**src/rtl/multi_debouncer.sv**
```systemverilog
// Multi-channel button debouncer: 2-flop synchroniser, saturating stability counter and
// registered press/release pulses per channel. Optional auto-repeat under DEBOUNCE_AUTOREPEAT_EN.
module multi_debouncer #(
  parameter int NUM_CH          = 4,
  parameter int DEBOUNCE_CYCLES = 5,
  parameter int ACTIVE_LOW      = 1,
  parameter int REPEAT_DELAY    = 50,
  parameter int REPEAT_PERIOD   = 10
) (
  input  logic              clk,
  input  logic              reset_n,
  input  logic [NUM_CH-1:0] noisy_button,
  output logic [NUM_CH-1:0] button_state,
  output logic [NUM_CH-1:0] press_pulse,
  output logic [NUM_CH-1:0] release_pulse
);

  localparam int            CW       = $clog2(DEBOUNCE_CYCLES + 1);
  localparam logic [CW-1:0] CNT_LAST = CW'(DEBOUNCE_CYCLES - 1);
  localparam logic [CW-1:0] CNT_MAX  = CW'(DEBOUNCE_CYCLES);
  localparam logic          IDLE_LVL = (ACTIVE_LOW != 0);

`ifdef DEBOUNCE_AUTOREPEAT_EN
  localparam int            RPT_MAX      = (REPEAT_DELAY > REPEAT_PERIOD) ? REPEAT_DELAY : REPEAT_PERIOD;
  localparam int            RW           = $clog2(RPT_MAX + 1);
  localparam logic [RW-1:0] RPT_DLY_LAST = RW'(REPEAT_DELAY - 1);
  localparam logic [RW-1:0] RPT_PER_LAST = RW'(REPEAT_PERIOD - 1);
`endif

  if (NUM_CH < 1 || NUM_CH > 32 || DEBOUNCE_CYCLES < 2) begin : g_bad_cfg
    $error("multi_debouncer: NUM_CH must be 1..32 and DEBOUNCE_CYCLES >= 2");
  end
  if (REPEAT_DELAY < 1 || REPEAT_PERIOD < 1) begin : g_bad_rpt
    $error("multi_debouncer: REPEAT_DELAY and REPEAT_PERIOD must be >= 1");
  end

  function automatic logic [CW-1:0] sat_inc(input logic [CW-1:0] v);
    return (v >= CNT_MAX) ? CNT_MAX : v + CW'(1);
  endfunction

  for (genvar i = 0; i < NUM_CH; i++) begin : g_ch
    logic          sync_p0, sync_p1;
    logic          sample;
    logic [CW-1:0] cnt_q, cnt_d;
    logic          state_q, state_d;
    logic          accept;
    logic          rpt_fire;
    logic          press_q, release_q;

    // Polarity-normalised sample: 1 means pressed.
    assign sample = sync_p1 ^ IDLE_LVL;

    always_comb begin
      cnt_d   = '0;
      state_d = state_q;
      accept  = 1'b0;
      if (sample != state_q) begin
        if (cnt_q >= CNT_LAST) begin
          accept  = 1'b1;
          state_d = ~state_q;
        end else begin
          cnt_d = sat_inc(cnt_q);
        end
      end
    end

`ifdef DEBOUNCE_AUTOREPEAT_EN
    logic [RW-1:0] rpt_q, rpt_d;
    logic          phase_q, phase_d;

    // phase 0 waits out the initial delay, phase 1 paces the periodic repeats;
    // nothing fires on the release edge itself.
    always_comb begin
      rpt_d    = '0;
      phase_d  = 1'b0;
      rpt_fire = 1'b0;
      if (state_q && !accept) begin
        phase_d = phase_q;
        if (rpt_q >= (phase_q ? RPT_PER_LAST : RPT_DLY_LAST)) begin
          rpt_fire = 1'b1;
          phase_d  = 1'b1;
        end else begin
          rpt_d = rpt_q + RW'(1);
        end
      end
    end

    always_ff @(posedge clk or negedge reset_n) begin
      if (!reset_n) begin
        rpt_q   <= '0;
        phase_q <= 1'b0;
      end else begin
        rpt_q   <= rpt_d;
        phase_q <= phase_d;
      end
    end
`else
    assign rpt_fire = 1'b0;
`endif

    // Stage p0/p1: synchroniser; then counter, state and registered pulses.
    always_ff @(posedge clk or negedge reset_n) begin
      if (!reset_n) begin
        sync_p0   <= IDLE_LVL;
        sync_p1   <= IDLE_LVL;
        cnt_q     <= '0;
        state_q   <= 1'b0;
        press_q   <= 1'b0;
        release_q <= 1'b0;
      end else begin
        sync_p0   <= noisy_button[i];
        sync_p1   <= sync_p0;
        cnt_q     <= cnt_d;
        state_q   <= state_d;
        press_q   <= (accept & state_d) | rpt_fire;
        release_q <= accept & ~state_d;
      end
    end

    assign button_state[i]  = state_q;
    assign press_pulse[i]   = press_q;
    assign release_pulse[i] = release_q;
  end

endmodule

```
**config.mk**
```make
export PLATFORM = sky130hd
export DESIGN_NAME = multi_debouncer
export DESIGN_NICKNAME = d
export VERILOG_FILES = /design/src/rtl/multi_debouncer.sv
export SDC_FILE = /design/constraint.sdc
export NUM_CORES = 1
export LEC_CHECK = 0
export CAP_MARGIN = 25
export CORE_UTILIZATION = 45
export DETAILED_ROUTE_END_ITERATION = 12
export PLACE_DENSITY = 0.78
export SYNTH_ARGS = -nofsm -noshare
export SYNTH_HDL_FRONTEND = slang
export SYNTH_SLANG_ARGS = --single-unit
```
**constraint.sdc**
```tcl
create_clock -name clk -period 1.65 [get_ports clk]
set_input_delay 0.165 -clock clk [delete_from_list [all_inputs] [get_ports clk]]
set_output_delay 0.165 -clock clk [all_outputs]
set_load 0.1 [all_outputs]
```
Word level (Yosys, flattened, before mapping)
Cells that the tools add are included. W data, S select, Z words.

Add/sub/neg operators: 4. Magnitude comparators: 8. Eq/ne operators: 4. Mux-type cells: 28. Bitwise gates (word level): 20.

Operators with widths (count): $mux W3 (12); $ge A3 B3 Y1 const B (8); $mux W1 (16); $add A3 B1 Y3 const B (4); $not A1 Y1 (12); $and A1 B1 Y1 (8); $ne A1 B1 Y1 (4).

Flip-flop bits (word level): 32. Bits of input ports: 6. Output and inout port bits: 12. Logic and storage cells: 88.

Depth between registers and ports, before layout
Word-level depth: 5. Mapped depth: 3. Mapped depth without buffers: 3.

Worst setup path before layout
No wires, ideal clock.

Path type: flip-flop to flip-flop. Start: reg g_ch[0].sync_p1. End: reg g_ch[0].cnt_q[1]. Library setup time: 0.128 ns. Arrival: 0.775 ns. Data required time: 1.522 ns. Slack: 0.747 ns. Stages on the path, launching flop included: 3. Buffers on the path: 0. Period minus slack after synthesis: 0.903 ns. Path through: dfstp_2 > xor2_1 > nor3b_1.

Word-level cells in the longest chain between the ends: 3.

RTL lines: start, declared (RTL line 42) `logic sync_p0, sync_p1;`; start signal, assigned (RTL line 112) `sync_p1 <= sync_p0;`; $not A1 Y1 (no source line); $ne A1 B1 Y1 (RTL line 57) `if (sample != state_q) begin`; $mux W3 (RTL line 57); net g_ch[0].cnt_d[1] (RTL line 44) `logic [CW-1:0] cnt_q, cnt_d;`; end signal, assigned (RTL line 113) `cnt_q <= cnt_d;`; end, declared (RTL line 44).

The timed path passes the listed nets, and every way through them passes these cells.

Worst setup path in the final report
Start: reg g_ch[3].state_q. End: out button_state[3].

RTL lines: start, declared (RTL line 45) `logic state_q, state_d;`; start signal, assigned (RTL line 114) `state_q <= state_d;`; end, declared (RTL line 13) `output logic [NUM_CH-1:0] button_state,`.

No word-level cell between the ends.

==> impl_table.tex <==
\begin{tabular}{lr}
\hline
Metric & Value \\
\hline
\multicolumn{2}{l}{\textbf{Synthesis}} \\
\quad Count of unique library cells instantiated by Yosys & 12 \\
\quad Post-synthesis instance area & 0.001251 mm² \\
\quad Number of warnings printed during yosys synthesis & 0 \\
\quad Post-synth top area share & 48.00\% \\
\quad Largest area contributor in the netlist & sky130\_fd\_sc\_hd\_\_dfrtp\_1 \\
\quad Mapped Avg Cell Area & 13.03 µm² \\
\quad \#FFs+latches synth & 32 \\
\quad Post-Syn Nets & 110 \\
\quad Gate Count Post-Synth & 96 \\
\quad Seq/Total Area, Yosys & 64.80\% \\
\quad Leading post-synthesis cells by cell area & sky130\_fd\_sc\_hd\_\_dfrtp\_1, sky130\_fd\_sc\_hd\_\_dfstp\_2, sky130\_fd\_sc\_hd\_\_ha\_1 \\
\multicolumn{2}{l}{\textbf{Layout}} \\
\quad Layout Area Growth over Synthesis & 15.30\% \\
\quad Fraction of final layout cells with drive strength greater than 1 & 28.44\% \\
\quad Antenna Cells & 0 \\
\quad Layout Nets & 123 \\
\quad Post-layout utilization of the core & 56.69\% \\
\quad Final-layout fill cell count & 211 \\
\multicolumn{2}{l}{\textbf{Critical path}} \\
\quad Cell with the biggest individual delay on the critical path & sky130\_fd\_sc\_hd\_\_dfrtp\_1 \\
\quad Required time at the endpoint of the critical path & 1.48 ns \\
\quad Crit Path Max Fanout & 5 \\
\quad Category of the worst setup path capture point & output pin \\
\quad Family with the most delay on the worst path & flip-flops \\
\quad CP startpoint kind & flip-flop \\
\quad List of cells traversed by the critical path & buf\_12 \\
\quad Crit Path Category & flip-flop to output pin \\
\quad Worst EP arrival & 1.00 ns \\
\quad CP max stage delay & 0.47 ns \\
\quad Critical path buffer and inverter count & 1 \\
\multicolumn{2}{l}{\textbf{Power}} \\
\quad Power density cells & 1693 mW/mm² \\
\quad Part of the power in registers & 45.7\% \\
\quad Reported leakage power & 0.7191 nW \\
\quad Net Sw Frac & 40.94\% \\
\quad Total power of the final layout & 2.443 mW \\
\quad Combinational cell fraction of total power & 38.1\% \\
\quad Switching Power & 1.000 mW \\
\quad Fraction of power consumed by the clock network & 16.2\% \\
\quad Max IR drop VDD & 1.014 mV \\
\quad Internal power & 1.443 mW \\
\multicolumn{2}{l}{\textbf{CTS}} \\
\quad Sinks on Clock Net & 32 \\
\quad Register clock-pin slew on the reported worst setup and hold paths & 0.09 ns \\
\quad Post\_cts resized & 0 \\
\quad Root cell of the clock tree & sky130\_fd\_sc\_hd\_\_clkbuf\_4 \\
\quad Bufs on Longest Clock Path & 2 \\
\quad \# H-tree levels & 2 \\
\quad Clock network latency to the later pin of the worst-skew pair & 0.32 ns \\
\quad CTS buffer count & 5 \\
\quad Clock tree from TritonCTS & built \\
\quad Count of hold buffers inserted by post-cts repair & 0 \\
\quad Post-CTS repair timing setup buffer count & 0 \\
\multicolumn{2}{l}{\textbf{Drt}} \\
\quad Initial DRC Count & 3 \\
\quad Vias & 640 \\
\quad Post-DRT Antenna Nets & 0 \\
\quad Vias per std cell & 4.604 \\
\quad Number of optimization iterations in the first detailed-route pass & 3 \\
\quad Residual DRC & 0 \\
\quad Average wire per cell in the routed design & 11.16 µm \\
\quad Final Routed Wirelength & 1551 µm \\
\multicolumn{2}{l}{\textbf{GRT}} \\
\quad All-Layer GR Usage & 12.80\% \\
\quad Global-route wire length before repair & 2449 µm \\
\quad Largest net degree at the start of global routing & 33 \\
\quad Total global routing overflow & 0 \\
\quad Number of antenna violations at the first check in global routing & 0 \\
\quad Vias in the first global route & 583 \\
\multicolumn{2}{l}{\textbf{Timing}} \\
\quad Worst Max-Slew Pin Slew & 0.3835 ns \\
\quad Hold Vio Cnt, Final & 0 \\
\quad Min Tclk post-route & 1.165 ns \\
\quad Top achievable clock speed & 858.6 MHz \\
\quad Share of the clock period used by the worst path & 70.59\% \\
\quad Setup Total Neg Slack & 0 ns \\
\quad RSZ-0062 raised after global routing & false \\
\quad Fin Clk Skew & 0.007853 ns \\
\quad Worst slew slack as a fraction of its limit & 74.43\% \\
\quad Max-slew violation count & 0 \\
\quad Final setup vio count & 0 \\
\multicolumn{2}{l}{\textbf{Placed design}} \\
\quad Final weighted congestion of routability-driven global placement & 0.6791 \\
\quad Count of buffers from port buffering & 17 \\
\quad Estimated wirelength of the detail-placed design & 1086 µm \\
\multicolumn{2}{l}{\textbf{Job}} \\
\quad Max Cap Violations & 0 \\
\multicolumn{2}{l}{\textbf{Floorplanning}} \\
\quad Starting density of the core & 49.16\% \\
\quad Die area & 0.002995 mm² \\
\quad Num rows & 18 \\
\quad Die extent in y & 54.73 µm \\
\quad Top-level I/O count & 18 \\
\quad Die X-Extent & 54.73 µm \\
\quad Floorplan Core Area & 0.002545 mm² \\
\multicolumn{2}{l}{\textbf{Run status}} \\
\quad Result of the run & complete, no violations \\
\multicolumn{2}{l}{\textbf{Min path}} \\
\quad HP Class & input port to async pin \\
\hline
\end{tabular}
-- worst paths after layout --
check / from / end / slack, ns / cells past startpoint
worst min register to register: g_ch[3].sync_p0 / g_ch[3].sync_p1 / 0.35 / 0
worst min-delay path: reset_n / g_ch[0].press_q / 0.23 / 2
min in group clk: noisy_button[1] / g_ch[1].sync_p0 / 0.24 / 1
worst max register to register: g_ch[2].cnt_q[0] / g_ch[2].cnt_q[1] / 0.62 / 3
worst max-delay path: g_ch[3].state_q / button_state[3] / 0.49 / 1
max in group asynchronous: reset_n / g_ch[3].sync_p0 / 1.10 / 2
-- area by class of cell --
type / instances / area, µm² / area share, %
clock buffer: 6 / 41.29 / 2.862
clock inverter: 1 / 5.005 / 0.3469
inverter: 12 / 45.04 / 3.122
multi-input combinational: 40 / 305.3 / 21.16
sequential: 32 / 810.8 / 56.20
tap: 30 / 37.54 / 2.602
timing repair buffer: 18 / 197.7 / 13.70
-- cells in the mapped netlist, drive strengths merged --
master	instances
xor2	4
ha	8
nor3b	8
o21ai	4
nand2b	4
nor2	4
inv	12
nor3	4
buf	12
dfstp	8
dfrtp	24
and3	4
-- sequential cells by signal, indices dropped and copies added (netlist names) --
signal	count
g_ch.cnt_q	12
g_ch.press_q	4
g_ch.release_q	4
g_ch.state_q	4
g_ch.sync_p0	4
g_ch.sync_p1	4
-- kinds of logic (layout without fill, tap and decap cells) --
| logic type | after synthesis | count (layout) | synth area share, % |
|---|---|---|---|
| flip-flops | 32 | 32 | 64.80 |
| buffers and inverters | 24 | 37 | 10.80 |
| adder cells (fa/ha/maj) | 8 | 8 | 8.000 |
| XOR/XNOR | 4 | 4 | 2.800 |
| AND/OR/NAND/NOR | 24 | 24 | 12.00 |
| AO/OA/AOI/OAI | 4 | 4 | 1.600 |
-- per-stage QoR --
step | instances | setup WS, ns | hold slack, ns | cell area (µm²)
6_report | 139 | 0.4853 | 0.2266 | 1443
5_1_grt | 139 | 0.4195 | 0.2212 | 1443
4_1_cts | 139 | 0.4654 | 0.2246 | 1443
3_5_place_dp | 132 | 0.6259 | 0.3485 | 1396
3_3_place_gp | 132 | 0.7059 | 0.3463 | 1396
2_1_floorplan | 96 | 0.7470 | -0.1306 | 1251
-- placed cells by master (no fill, tap or decap), drive strengths merged --
cell / n
nor3b: 8
and3: 4
clkdlybuf4s50: 5
nor3: 4
ha: 8
buf: 13
o21ai: 4
clkinv: 1
nand2b: 4
dfrtp: 24
xor2: 4
nor2: 4
clkbuf: 6
dfstp: 8
inv: 12
-- layer usage --
| metal | share of wire (%) | vias to the layer above | routed length (µm) | GRT usage (%) |
|---|---|---|---|---|
| li1 | - | 315 | - | - |
| met1 | 42 | 304 | 652 | 12.61 |
| met2 | 50 | 16 | 777 | 20.48 |
| met3 | 5.1 | 5 | 79 | 5.833 |
| met4 | 2.7 | 0 | 42 | 10.26 |
| met5 | 0 | - | 0 | 0 |
-- power by group through the flow --
stage,Clock (mW),Sequential (mW),Combinational (mW)
3_5_place_dp,0,1.13,0.939
6_report,0.396,1.12,0.930
2_1_floorplan,0,1.08,0.732
3_3_place_gp,0,1.12,0.910
4_1_cts,0.418,1.12,0.942
5_1_grt,0.454,1.15,0.986
Note: power is estimated with default switching activity, not from simulation.
